[src/rtl/frac_div_ramp_ctrl_if.sv]
// rtl/frac_div_ramp_ctrl_if.sv - configuration handshake bundle for frac_div_ramp_ctrl
// Purpose: carries a new divide target from the register side to the ramp controller.
// Signals:
//    cfg_valid  master->slave  new target offered
//    cfg_ready  slave->master  controller can accept a target
//    cfg_n      master->slave  target integer divide N
//    cfg_mf     master->slave  target signed fractional offset
//    cfg_step   master->slave  max |mf| change per update in LSBs, 0 = jump
//    cfg_rate   master->slave  extra divider periods between updates
interface frac_div_ramp_ctrl_if #(
   parameter int WIDTH = 17
);
   logic                    cfg_valid;
   logic                    cfg_ready;
   logic [WIDTH-1:0]        cfg_n;
   logic signed [WIDTH-1:0] cfg_mf;
   logic [7:0]              cfg_step;
   logic [7:0]              cfg_rate;

   modport master (
      output cfg_valid, cfg_n, cfg_mf, cfg_step, cfg_rate,
      input  cfg_ready
   );

   modport slave (
      input  cfg_valid, cfg_n, cfg_mf, cfg_step, cfg_rate,
      output cfg_ready
   );
endinterface

[src/rtl/frac_div_ramp_ctrl.sv]
// rtl/frac_div_ramp_ctrl.sv - fractional divider configuration sequencer with bounded mf ramp
// Purpose: accepts a new (N, mf) target, rebases the current ratio onto the new N without
//          changing frequency, then slews mf toward the target in bounded steps, touching
//          the divider inputs only on divider period boundaries.
// Ports:
//    sys_clk    in   system clock, rising edge
//    sync_rst   in   synchronous active-high reset
//    cfg        slave modport of frac_div_ramp_ctrl_if (target handshake)
//    hold       in   freeze the ramp while high
//    div_count  in   divider count, 0 marks a period boundary
//    div_n      out  N driven to the divider
//    div_mf     out  signed mf driven to the divider
//    busy       out  rebase/ramp in progress
//    locked     out  div_mf equals target and controller idle
//    cfg_err    out  one-cycle pulse when a target is rejected
module frac_div_ramp_ctrl #(
   parameter int               WIDTH = 17,
   parameter int               FSZE  = 3,
   parameter logic [WIDTH-1:0] RST_N = 17'd1000
) (
   input  logic                    sys_clk,
   input  logic                    sync_rst,
   frac_div_ramp_ctrl_if.slave     cfg,
   input  logic                    hold,
   input  logic [WIDTH-1:0]        div_count,
   output logic [WIDTH-1:0]        div_n,
   output logic signed [WIDTH-1:0] div_mf,
   output logic                    busy,
   output logic                    locked,
   output logic                    cfg_err
);

   // Rebase arithmetic width: holds (N difference) * 2^FSZE plus mf with sign headroom.
   localparam int RBW = WIDTH + FSZE + 2;

   typedef enum logic [1:0] {
      S_IDLE   = 2'd0,
      S_REBASE = 2'd1,
      S_RAMP   = 2'd2
   } state_t;

   state_t                  state_q, state_d;
   logic [WIDTH-1:0]        div_n_q, div_n_d;
   logic signed [WIDTH-1:0] div_mf_q, div_mf_d;
   logic signed [WIDTH-1:0] tgt_mf_q, tgt_mf_d;
   logic [WIDTH-1:0]        new_n_q, new_n_d;
   logic signed [WIDTH-1:0] rb_mf_q, rb_mf_d;
   logic [7:0]              step_q, step_d;
   logic [7:0]              rate_q, rate_d;
   logic [7:0]              rate_cnt_q, rate_cnt_d;
   logic                    busy_q, busy_d;
   logic                    locked_q, locked_d;
   logic                    cfg_err_q, cfg_err_d;

   logic                    bnd;
   logic                    live_bnd;
   logic                    hs;
   logic                    n_ok;
   logic                    rb_ok;
   logic                    accept;
   logic                    reject;
   logic signed [RBW-1:0]   n_delta;
   logic signed [RBW-1:0]   rb_wide;

   logic                    rebase_evt;
   logic                    rebase_on_tgt;
   logic                    ramp_evt;
   logic                    ramp_move;
   logic                    ramp_final;
   logic signed [WIDTH:0]   gap;
   logic [WIDTH:0]          gap_mag;
   logic [WIDTH:0]          step_ext;
   logic signed [WIDTH:0]   mf_next_wide;
   logic signed [WIDTH-1:0] mf_step;

   // Boundary bookkeeping: hold masks boundaries outright, nothing is queued.
   assign bnd      = (div_count == '0);
   assign live_bnd = bnd & ~hold;
   assign hs       = cfg.cfg_valid & (state_q == S_IDLE);

   // Rebase: keep N + mf/2^FSZE constant while N moves to cfg_n.
   always_comb begin
      n_delta = RBW'(div_n_q) - RBW'(cfg.cfg_n);
      rb_wide = RBW'(div_mf_q) + (n_delta <<< FSZE);
      // In range iff every bit above the WIDTH-bit sign position matches it.
      rb_ok   = (rb_wide[RBW-1:WIDTH-1] == '0) || (rb_wide[RBW-1:WIDTH-1] == '1);
      n_ok    = (cfg.cfg_n >= WIDTH'(2));
   end

   assign accept = hs & n_ok & rb_ok;
   assign reject = hs & ~accept;

   // Ramp step, computed one bit wider so the difference never wraps.
   always_comb begin
      gap          = (WIDTH+1)'(tgt_mf_q) - (WIDTH+1)'(div_mf_q);
      gap_mag      = gap[WIDTH] ? unsigned'(-gap) : unsigned'(gap);
      step_ext     = (WIDTH+1)'(step_q);
      ramp_final   = (step_q == 8'd0) || (gap_mag <= step_ext);
      mf_next_wide = gap[WIDTH] ? ((WIDTH+1)'(div_mf_q) - signed'(step_ext))
                                : ((WIDTH+1)'(div_mf_q) + signed'(step_ext));
      // The final update lands exactly on the target, so no overshoot is possible.
      mf_step      = ramp_final ? tgt_mf_q : mf_next_wide[WIDTH-1:0];
   end

   assign rebase_evt    = (state_q == S_REBASE) & live_bnd;
   assign rebase_on_tgt = (rb_mf_q == tgt_mf_q);
   assign ramp_evt      = (state_q == S_RAMP) & live_bnd;
   assign ramp_move     = ramp_evt & (rate_cnt_q == 8'd0);

   // State register together with the datapath flops.
   always_ff @(posedge sys_clk) begin
      if (sync_rst) begin
         state_q    <= S_IDLE;
         div_n_q    <= RST_N;
         div_mf_q   <= '0;
         tgt_mf_q   <= '0;
         new_n_q    <= RST_N;
         rb_mf_q    <= '0;
         step_q     <= '0;
         rate_q     <= '0;
         rate_cnt_q <= '0;
         busy_q     <= 1'b0;
         locked_q   <= 1'b1;
         cfg_err_q  <= 1'b0;
      end else begin
         state_q    <= state_d;
         div_n_q    <= div_n_d;
         div_mf_q   <= div_mf_d;
         tgt_mf_q   <= tgt_mf_d;
         new_n_q    <= new_n_d;
         rb_mf_q    <= rb_mf_d;
         step_q     <= step_d;
         rate_q     <= rate_d;
         rate_cnt_q <= rate_cnt_d;
         busy_q     <= busy_d;
         locked_q   <= locked_d;
         cfg_err_q  <= cfg_err_d;
      end
   end

   // Next-state logic.
   always_comb begin
      state_d = state_q;
      case (state_q)
         S_IDLE: begin
            if (accept) state_d = S_REBASE;
         end
         S_REBASE: begin
            if (rebase_evt) state_d = rebase_on_tgt ? S_IDLE : S_RAMP;
         end
         S_RAMP: begin
            if (ramp_move && ramp_final) state_d = S_IDLE;
         end
         default: state_d = S_IDLE;
      endcase
   end

   // Datapath next values; div_n and div_mf only ever change on a live boundary.
   always_comb begin
      div_n_d    = div_n_q;
      div_mf_d   = div_mf_q;
      tgt_mf_d   = tgt_mf_q;
      new_n_d    = new_n_q;
      rb_mf_d    = rb_mf_q;
      step_d     = step_q;
      rate_d     = rate_q;
      rate_cnt_d = rate_cnt_q;
      busy_d     = busy_q;
      locked_d   = locked_q;
      cfg_err_d  = 1'b0;

      if (reject) begin
         cfg_err_d = 1'b1;
      end

      if (accept) begin
         tgt_mf_d = cfg.cfg_mf;
         new_n_d  = cfg.cfg_n;
         rb_mf_d  = rb_wide[WIDTH-1:0];
         step_d   = cfg.cfg_step;
         rate_d   = cfg.cfg_rate;
         busy_d   = 1'b1;
         locked_d = 1'b0;
      end

      if (rebase_evt) begin
         div_n_d    = new_n_q;
         div_mf_d   = rb_mf_q;
         rate_cnt_d = rate_q;
         if (rebase_on_tgt) begin
            busy_d   = 1'b0;
            locked_d = 1'b1;
         end
      end

      if (ramp_evt) begin
         if (rate_cnt_q != 8'd0) begin
            rate_cnt_d = rate_cnt_q - 8'd1;
         end else begin
            div_mf_d   = mf_step;
            rate_cnt_d = rate_q;
            if (ramp_final) begin
               busy_d   = 1'b0;
               locked_d = 1'b1;
            end
         end
      end
   end

   // Outputs.
   always_comb begin
      cfg.cfg_ready = (state_q == S_IDLE);
      div_n         = div_n_q;
      div_mf        = div_mf_q;
      busy          = busy_q;
      locked        = locked_q;
      cfg_err       = cfg_err_q;
   end

endmodule

[src/flat_wrapper.sv]
// flat-port wrapper written by rule: the top's interface ports become plain ports
module frac_div_ramp_ctrl_flat 
#(
   parameter int               WIDTH = 17,
   parameter int               FSZE  = 3,
   parameter logic [WIDTH-1:0] RST_N = 17'd1000
)
  (sys_clk, sync_rst, hold, div_count, div_n, div_mf, busy, locked, cfg_err, cfg_cfg_valid, cfg_cfg_n, cfg_cfg_mf, cfg_cfg_step, cfg_cfg_rate, cfg_cfg_ready);
  frac_div_ramp_ctrl_if #(.WIDTH(WIDTH)) cfg_i ();
  input  logic sys_clk;
  input  logic sync_rst;
  input  logic hold;
  input  logic [WIDTH-1:0] div_count;
  output logic [WIDTH-1:0] div_n;
  output logic signed [WIDTH-1:0] div_mf;
  output logic busy;
  output logic locked;
  output logic cfg_err;
  input wire logic [$bits(cfg_i.cfg_valid)-1:0] cfg_cfg_valid;
  input wire logic [$bits(cfg_i.cfg_n)-1:0] cfg_cfg_n;
  input wire logic [$bits(cfg_i.cfg_mf)-1:0] cfg_cfg_mf;
  input wire logic [$bits(cfg_i.cfg_step)-1:0] cfg_cfg_step;
  input wire logic [$bits(cfg_i.cfg_rate)-1:0] cfg_cfg_rate;
  output wire logic [$bits(cfg_i.cfg_ready)-1:0] cfg_cfg_ready;
  assign cfg_i.cfg_valid = cfg_cfg_valid;
  assign cfg_i.cfg_n = cfg_cfg_n;
  assign cfg_i.cfg_mf = cfg_cfg_mf;
  assign cfg_i.cfg_step = cfg_cfg_step;
  assign cfg_i.cfg_rate = cfg_cfg_rate;
  assign cfg_cfg_ready = cfg_i.cfg_ready;
  frac_div_ramp_ctrl #(.WIDTH(WIDTH), .FSZE(FSZE), .RST_N(RST_N)) u_core (.sys_clk(sys_clk), .sync_rst(sync_rst), .cfg(cfg_i), .hold(hold), .div_count(div_count), .div_n(div_n), .div_mf(div_mf), .busy(busy), .locked(locked), .cfg_err(cfg_err));
endmodule
[config.mk]
export PLATFORM = sky130hd
export DESIGN_NAME = frac_div_ramp_ctrl_flat
export DESIGN_NICKNAME = d
export VERILOG_FILES = /design/src/rtl/frac_div_ramp_ctrl_if.sv /design/src/rtl/frac_div_ramp_ctrl.sv /design/src/flat_wrapper.sv
export SDC_FILE = /design/constraint.sdc
export NUM_CORES = 1
export LEC_CHECK = 0
export CAP_MARGIN = 0
export CORE_MARGIN = 4
export CORE_UTILIZATION = 37
export CTS_CLUSTER_SIZE = 24
export DETAILED_ROUTE_END_ITERATION = 7
export PLACE_DENSITY = 0.57
export SLEW_MARGIN = 20
export SYNTH_ARGS = -nofsm -noshare
export SYNTH_HDL_FRONTEND = slang
export SYNTH_SLANG_ARGS = --single-unit
[constraint.sdc]
create_clock -name sys_clk -period 16.7 [get_ports sys_clk]
set_clock_uncertainty 0.05 [all_clocks]
set_input_delay 1.67 -clock sys_clk [delete_from_list [all_inputs] [get_ports sys_clk]]
set_output_delay 1.67 -clock sys_clk [all_outputs]
set_load 0.05 [all_outputs]
### After elaboration in Yosys (flattened, before gate mapping)

Cells that the tools add are included.

| word-level totals | value |
|---|---|
| register bits | 114 |
| latch bits | 0 |
| RAM bits | 0 |
| memory bits (read-only) | 0 |
| output and inout port bits | 38 |
| word-level logic and storage cells | 76 |
| memories | 0 |

| cells by class | value |
|---|---|
| add/subtract/negate cells | 7 |
| multipliers | 0 |
| divide/modulo/power cells | 0 |
| magnitude comparators | 2 |
| equal/unequal tests | 7 |
| shift-type cells | 0 |
| multiplexer cells | 27 |
| bitwise gates (word level) | 10 |
| reductions and logical operators | 11 |

Operator list:

| kind | count |
|---|---|
| 17-bit two-way mux | 5 |
| 17-bit by 17-bit subtractor with 18-bit output | 2 |
| 8-bit two-way mux | 3 |
| 17-bit by 21-bit adder with 22-bit output | 1 |
| 18-bit by 8-bit less-or-equal comparator with 1-bit output | 1 |
| 18-bit two-way mux | 1 |
| 18-bit negation | 1 |
| 17-bit by 9-bit adder with 17-bit output | 1 |
| 17-bit equality test | 1 |
| 17-bit by 2-bit greater-or-equal comparator with 1-bit output (second input constant) | 1 |
| 17-bit logical NOT | 1 |
| 17-bit by 9-bit subtractor with 17-bit output | 1 |
| 8-bit logical NOT | 2 |
| 1-bit two-way mux | 13 |
| 1-bit AND | 8 |
| 2-bit two-way mux | 4 |
| 8-bit nonzero test | 1 |
| 8-bit by 1-bit subtractor with 8-bit output (second input constant) | 1 |
| 6-bit equality test (second input constant) | 1 |
| 6-bit logical NOT | 1 |
| 2-bit case mux with 3 select lines | 1 |
| 2-bit by 1-bit != test with 1-bit output (second input constant) | 2 |
| 3-bit AND reduction | 1 |
| 2-bit by 1-bit equality test with 1-bit output (second input constant) | 1 |
| other kinds (7) | 9 |

### Longest topological paths before layout

| depth | value |
|---|---|
| depth after elaboration | 11 |
| mapped depth | 29 |
| gate-level depth less buffers | 27 |

### Least setup slack after synthesis

Ideal clock, no wire load.

| timing | value |
|---|---|
| path kind | input to register |
| start point | in cfg_cfg_n[2] |
| end point | reg u_core.new_n_q[14] |
| arrival time | 6.285 ns |
| required time | 16.522 ns |
| setup slack | 10.237 ns |
| stages on the path | 27 |
| buffers on the path | 2 |
| cell sequence | inv_1 > ha_1 > nor2b_1 > o21ai_0 > nand2b_1 > a21o_1 > a21o_1 > a21o_1 > a21oi_1 > a2bb2oi_1 > nor2b_1 > xnor2_1 > ha_1 > a21o_1 > a21o_1 > a21oi_1 > o21ai_0 > a211oi_1 > a311oi_1 > nor4_1 > nor2_1 > a21oi_1 > mux2_2 > buf_2 > buf_2 > mux2i_1 > nor2_1 |

| between the ends | value |
|---|---|
| cells in the longest elaborated chain, start to end | 5 |

RTL lines:

| element | RTL line | RTL |
|---|---|---|
| start, declared | flat_wrapper.sv:20 | `input wire logic [$bits(cfg_i.cfg_n)-1:0] cfg_cfg_n;` |
| 17-bit by 17-bit subtractor with 18-bit output | frac_div_ramp_ctrl.sv:83 | `n_delta = RBW'(div_n_q) - RBW'(cfg.cfg_n);` |
| 17-bit by 21-bit adder with 22-bit output | frac_div_ramp_ctrl.sv:84 | `rb_wide = RBW'(div_mf_q) + (n_delta <<< FSZE);` |
| 6-bit equality test or 6-bit logical NOT (tied branches) | frac_div_ramp_ctrl.sv:86 | `rb_ok = (rb_wide[RBW-1:WIDTH-1] == '0) \|\| (rb_wide[RBW-1:WIDTH-1] == '1);` |
| 1-bit logical OR | frac_div_ramp_ctrl.sv:86 |  |
| 1-bit AND (*) | frac_div_ramp_ctrl.sv:90 | `assign accept = hs & n_ok & rb_ok;` |
| end signal, assigned | frac_div_ramp_ctrl.sv:130 | `new_n_q <= new_n_d;` |
| end, declared | frac_div_ramp_ctrl.sv:46 | `logic [WIDTH-1:0] new_n_q, new_n_d;` |

Every way passes the cells marked *; elsewhere a longest branch is shown, timed or not.
A chain may end at the register's enable or synchronous reset.

### Worst setup path in the final report

| timing | value |
|---|---|
| start point | in cfg_cfg_n[1] |
| end point | reg u_core.tgt_mf_q[11] |

| between the ends | value |
|---|---|
| cells in the longest elaborated chain, start to end | 5 |

RTL lines:

| element | RTL line | RTL |
|---|---|---|
| 17-bit by 17-bit subtractor with 18-bit output | frac_div_ramp_ctrl.sv:83 |  |
| 17-bit by 21-bit adder with 22-bit output | frac_div_ramp_ctrl.sv:84 |  |
| 6-bit equality test or 6-bit logical NOT (tied branches) | frac_div_ramp_ctrl.sv:86 |  |
| 1-bit logical OR | frac_div_ramp_ctrl.sv:86 |  |
| 1-bit AND (*) | frac_div_ramp_ctrl.sv:90 |  |
| end signal, assigned | frac_div_ramp_ctrl.sv:129 | `tgt_mf_q <= tgt_mf_d;` |
| end, declared | frac_div_ramp_ctrl.sv:45 | `logic signed [WIDTH-1:0] tgt_mf_q, tgt_mf_d;` |

Marked as above.

==> results by group <==
STA
  • Max-slew violation count: 0
  • Worst setup margin: 8810 ps
  • Tightest Pin Transition: 963 ps
  • Max Clk Rate: 127 MHz
  • RSZ-0062 raised after global routing: no
  • Min Tclk post-route: 7890 ps
  • TNS Setup: 0 ps
  • Period utilization: 47.2%
  • Setup violations, final: 0
  • Relative slew slack: 35.6%
  • Final Hold Viols: 0

Critical path
  • Worst path slowest cell: mux2_4
  • CP Launch Type: input pin
  • CP arrival: 8110 ps
  • CP peak stage delay: 590 ps
  • Worst-path fanout max: 36
  • Worst path required time: 16920 ps
  • Most frequent CP cell: o21ai_0
  • CP Class: in2reg
  • Worst setup EP type: flip-flop

Clock network
  • Clock latency on the worst-skew pair: 420 ps
  • Total setup buffers inserted after CTS: 0
  • Root buffer cell: clkbuf_16
  • CTS Sinks: 114
  • Resized Gates After CTS: 0
  • Clock tree buffer depth: 2
  • CTS tree: done
  • Clk pin slew, worst setup/hold paths: 60 ps
  • Htree depth: 4
  • Cts hold-fix bufs: 0
  • Number of buffers created by CTS: 17

Routing
  • WL met2: 12000 um
  • Drt pass-1 iters: 5
  • Initial DRC count: 448
  • Drt drc: 0
  • WL met1: 12600 um
  • DRT Wirelength: 26200 um
  • Post-DRT Antenna Nets: 0
  • Drt wl/cell: 16.6 um
  • Met3 WL: 1240 um
  • Vias: 8522
  • Via/cell ratio: 5.40
  • Top layer used by detailed routing: met4

Logic synthesis
  • Syn Nets: 1318
  • Mapped Cells: 1162
  • Top post-synthesis cells by area: dfxtp_1, ha_1, mux2i_1, nor2_1, xnor2_1
  • Count leader, synth: nor2_1
  • Avg Inst Size Synth: 7.89 um2
  • Area share of the largest cell type after synthesis: 24.9%
  • Seq/Total Area, Yosys: 24.9%
  • Top cells by count, synth: nor2_1, dfxtp_1, nand2_1
  • Mapped cell area: 9170 um2
  • Post-synth EDFFs: 0
  • Area leader, netlist: dfxtp_1
  • Top_reg_cell synth: dfxtp_1
  • Ys async rst share: 0%
  • Synth Register Bits: 114
  • Yosys warning total: 0
  • Post-synthesis cell type count: 85

Finish
  • Share of post-route cells with drive strength above 1: 5.90%
  • # nets final: 1398
  • Fill cells: 2454
  • Final instance area: 11100 um2
  • Area grow syn2layout: 21.1%
  • Reg area: 2280 um2
  • Multi-input gate area: 6370 um2
  • Final Core Density: 45.7%
  • ANT cells: 0

GRT
  • Initial antenna violation count: 0
  • First-pass GRT wire length: 42300 um
  • Total gr overflow: 0
  • Vias in the first global route: 8170
  • Largest net degree at the start of global routing: 71
  • Gr usage total: 19.2%

Placement
  • Placement Setup Slack: 8410 ps
  • Dpl cell area: 10500 um2
  • Port bufs: 108
  • HPWL Detailed: 20100 um
  • Final GP Congestion: 0.853

Run
  • Max-Cap Viols: 0

Hold path
  • Worst min-delay path category: reg2reg

Power
  • VDD IR max: 49.8 uV
  • Leak: 0.00451 uW
  • Pwr per Cell Area: 78.2 nW/um2

Die
  • Core Area: 24300 um2
  • Die height: 165 um
  • Die area: 27400 um2
  • Io pins: 109
  • Die Span X: 165 um
  • # rows: 57
  • Initial core utilization: 37.7%

Outcome
  • Status: finished clean
==> cells in the final DEF, fill, tap and decap left out, drive strengths merged, types with 18 or more instances in the layout <==
| cell type | synthesis | routed |
|---|---|---|
| nor3 | 44 | 44 |
| xnor2 | 45 | 45 |
| o211ai | 22 | 22 |
| clkdlybuf4s50 | 0 | 107 |
| nor2 | 148 | 148 |
| mux2i | 66 | 66 |
| ha | 81 | 81 |
| o31ai | 22 | 22 |
| nor4 | 24 | 24 |
| nand3 | 18 | 18 |
| o21ai | 37 | 37 |
| a21oi | 73 | 73 |
| inv | 74 | 76 |
| dfxtp | 114 | 114 |
| a21o | 27 | 27 |
| nand2 | 101 | 101 |
| xor2 | 35 | 35 |
==> power by group <==
group / internal [uW] / total, uW / switching, uW
sequential: 275 / 278 / 3.22
clock: 251 / 394 / 143
combinational: 84.1 / 196 / 112
total: 610 / 868 / 258
==> critical path: cells and delay by family <==
kind | cells | cell delay, ps
adders and majority gates | 2 | 600
buffers and inverters | 3 | 1180
xor gates and xnor gates | 1 | 140
and+or+nand+nor | 5 | 820
AOI/OAI and AO/OA | 15 | 2840
muxes | 2 | 840
==> registers in the layout, indices dropped and copies added (netlist names) <==
name,count
u_core.div_mf,17
u_core.div_n,17
u_core.new_n_q,17
u_core.rb_mf_q,17
u_core.tgt_mf_q,17
u_core.rate_cnt_q,8
u_core.rate_q,8
u_core.step_q,8
u_core.state_q,2
u_core.busy,1
u_core.cfg_err,1
u_core.locked,1
==> path summary, 6_finish.rpt <==
| kind | start | to | slack, ps | cells after the start |
|---|---|---|---|---|
| setup / recovery | cfg_cfg_n[1] | u_core.tgt_mf_q[11]$_SDFFE_PP0P_ | 8810 | 28 |
| hold / removal | u_core.new_n_q[13]$_SDFFE_PP0P_ | u_core.div_n[13]$_SDFFE_PP0P_ | 400 | 2 |
| setup reg to reg | u_core.div_n[1]$_SDFFE_PP0P_ | u_core.tgt_mf_q[11]$_SDFFE_PP0P_ | 10330 | 26 |
| hold reg to reg | u_core.new_n_q[13]$_SDFFE_PP0P_ | u_core.div_n[13]$_SDFFE_PP0P_ | 400 | 2 |
==> final cells by class <==
cell class	instances	area share [%]
repair buffers	115	10.2
clock buffers	17	3.83
inverters	74	2.50
well taps	324	3.65
multi-input cells	920	57.4
flip-flops and latches	114	20.6
clock inverters	15	1.88
==> per-layer routing <==
metal	up-vias	global-route usage, %
li1	4318	-
met1	3990	26.5
met2	185	31.2
met3	29	3.35
met4	0	4.87
met5	-	0
==> cells by family after synthesis <==
family                   share of synthesized area (%)
AND/OR/NAND/NOR                                   22.3
AO/OA/AOI/OAI                                     20.1
buffers and inverters                             5.72
flip-flops                                        24.9
adder cells (fa/ha/maj)                           11.9
XOR/XNOR                                          7.64
multiplexers                                      7.45
==> stage by stage <==
step	hold slack, ps	std cells	total power, uW
after floorplan	382	1162	425
after global placement	393	1547	476
after detailed placement	396	1547	477
after CTS	404	1579	871
after global routing	421	1579	905
final	404	1579	868
No activity file was read; power rests on OpenSTA's default activity.
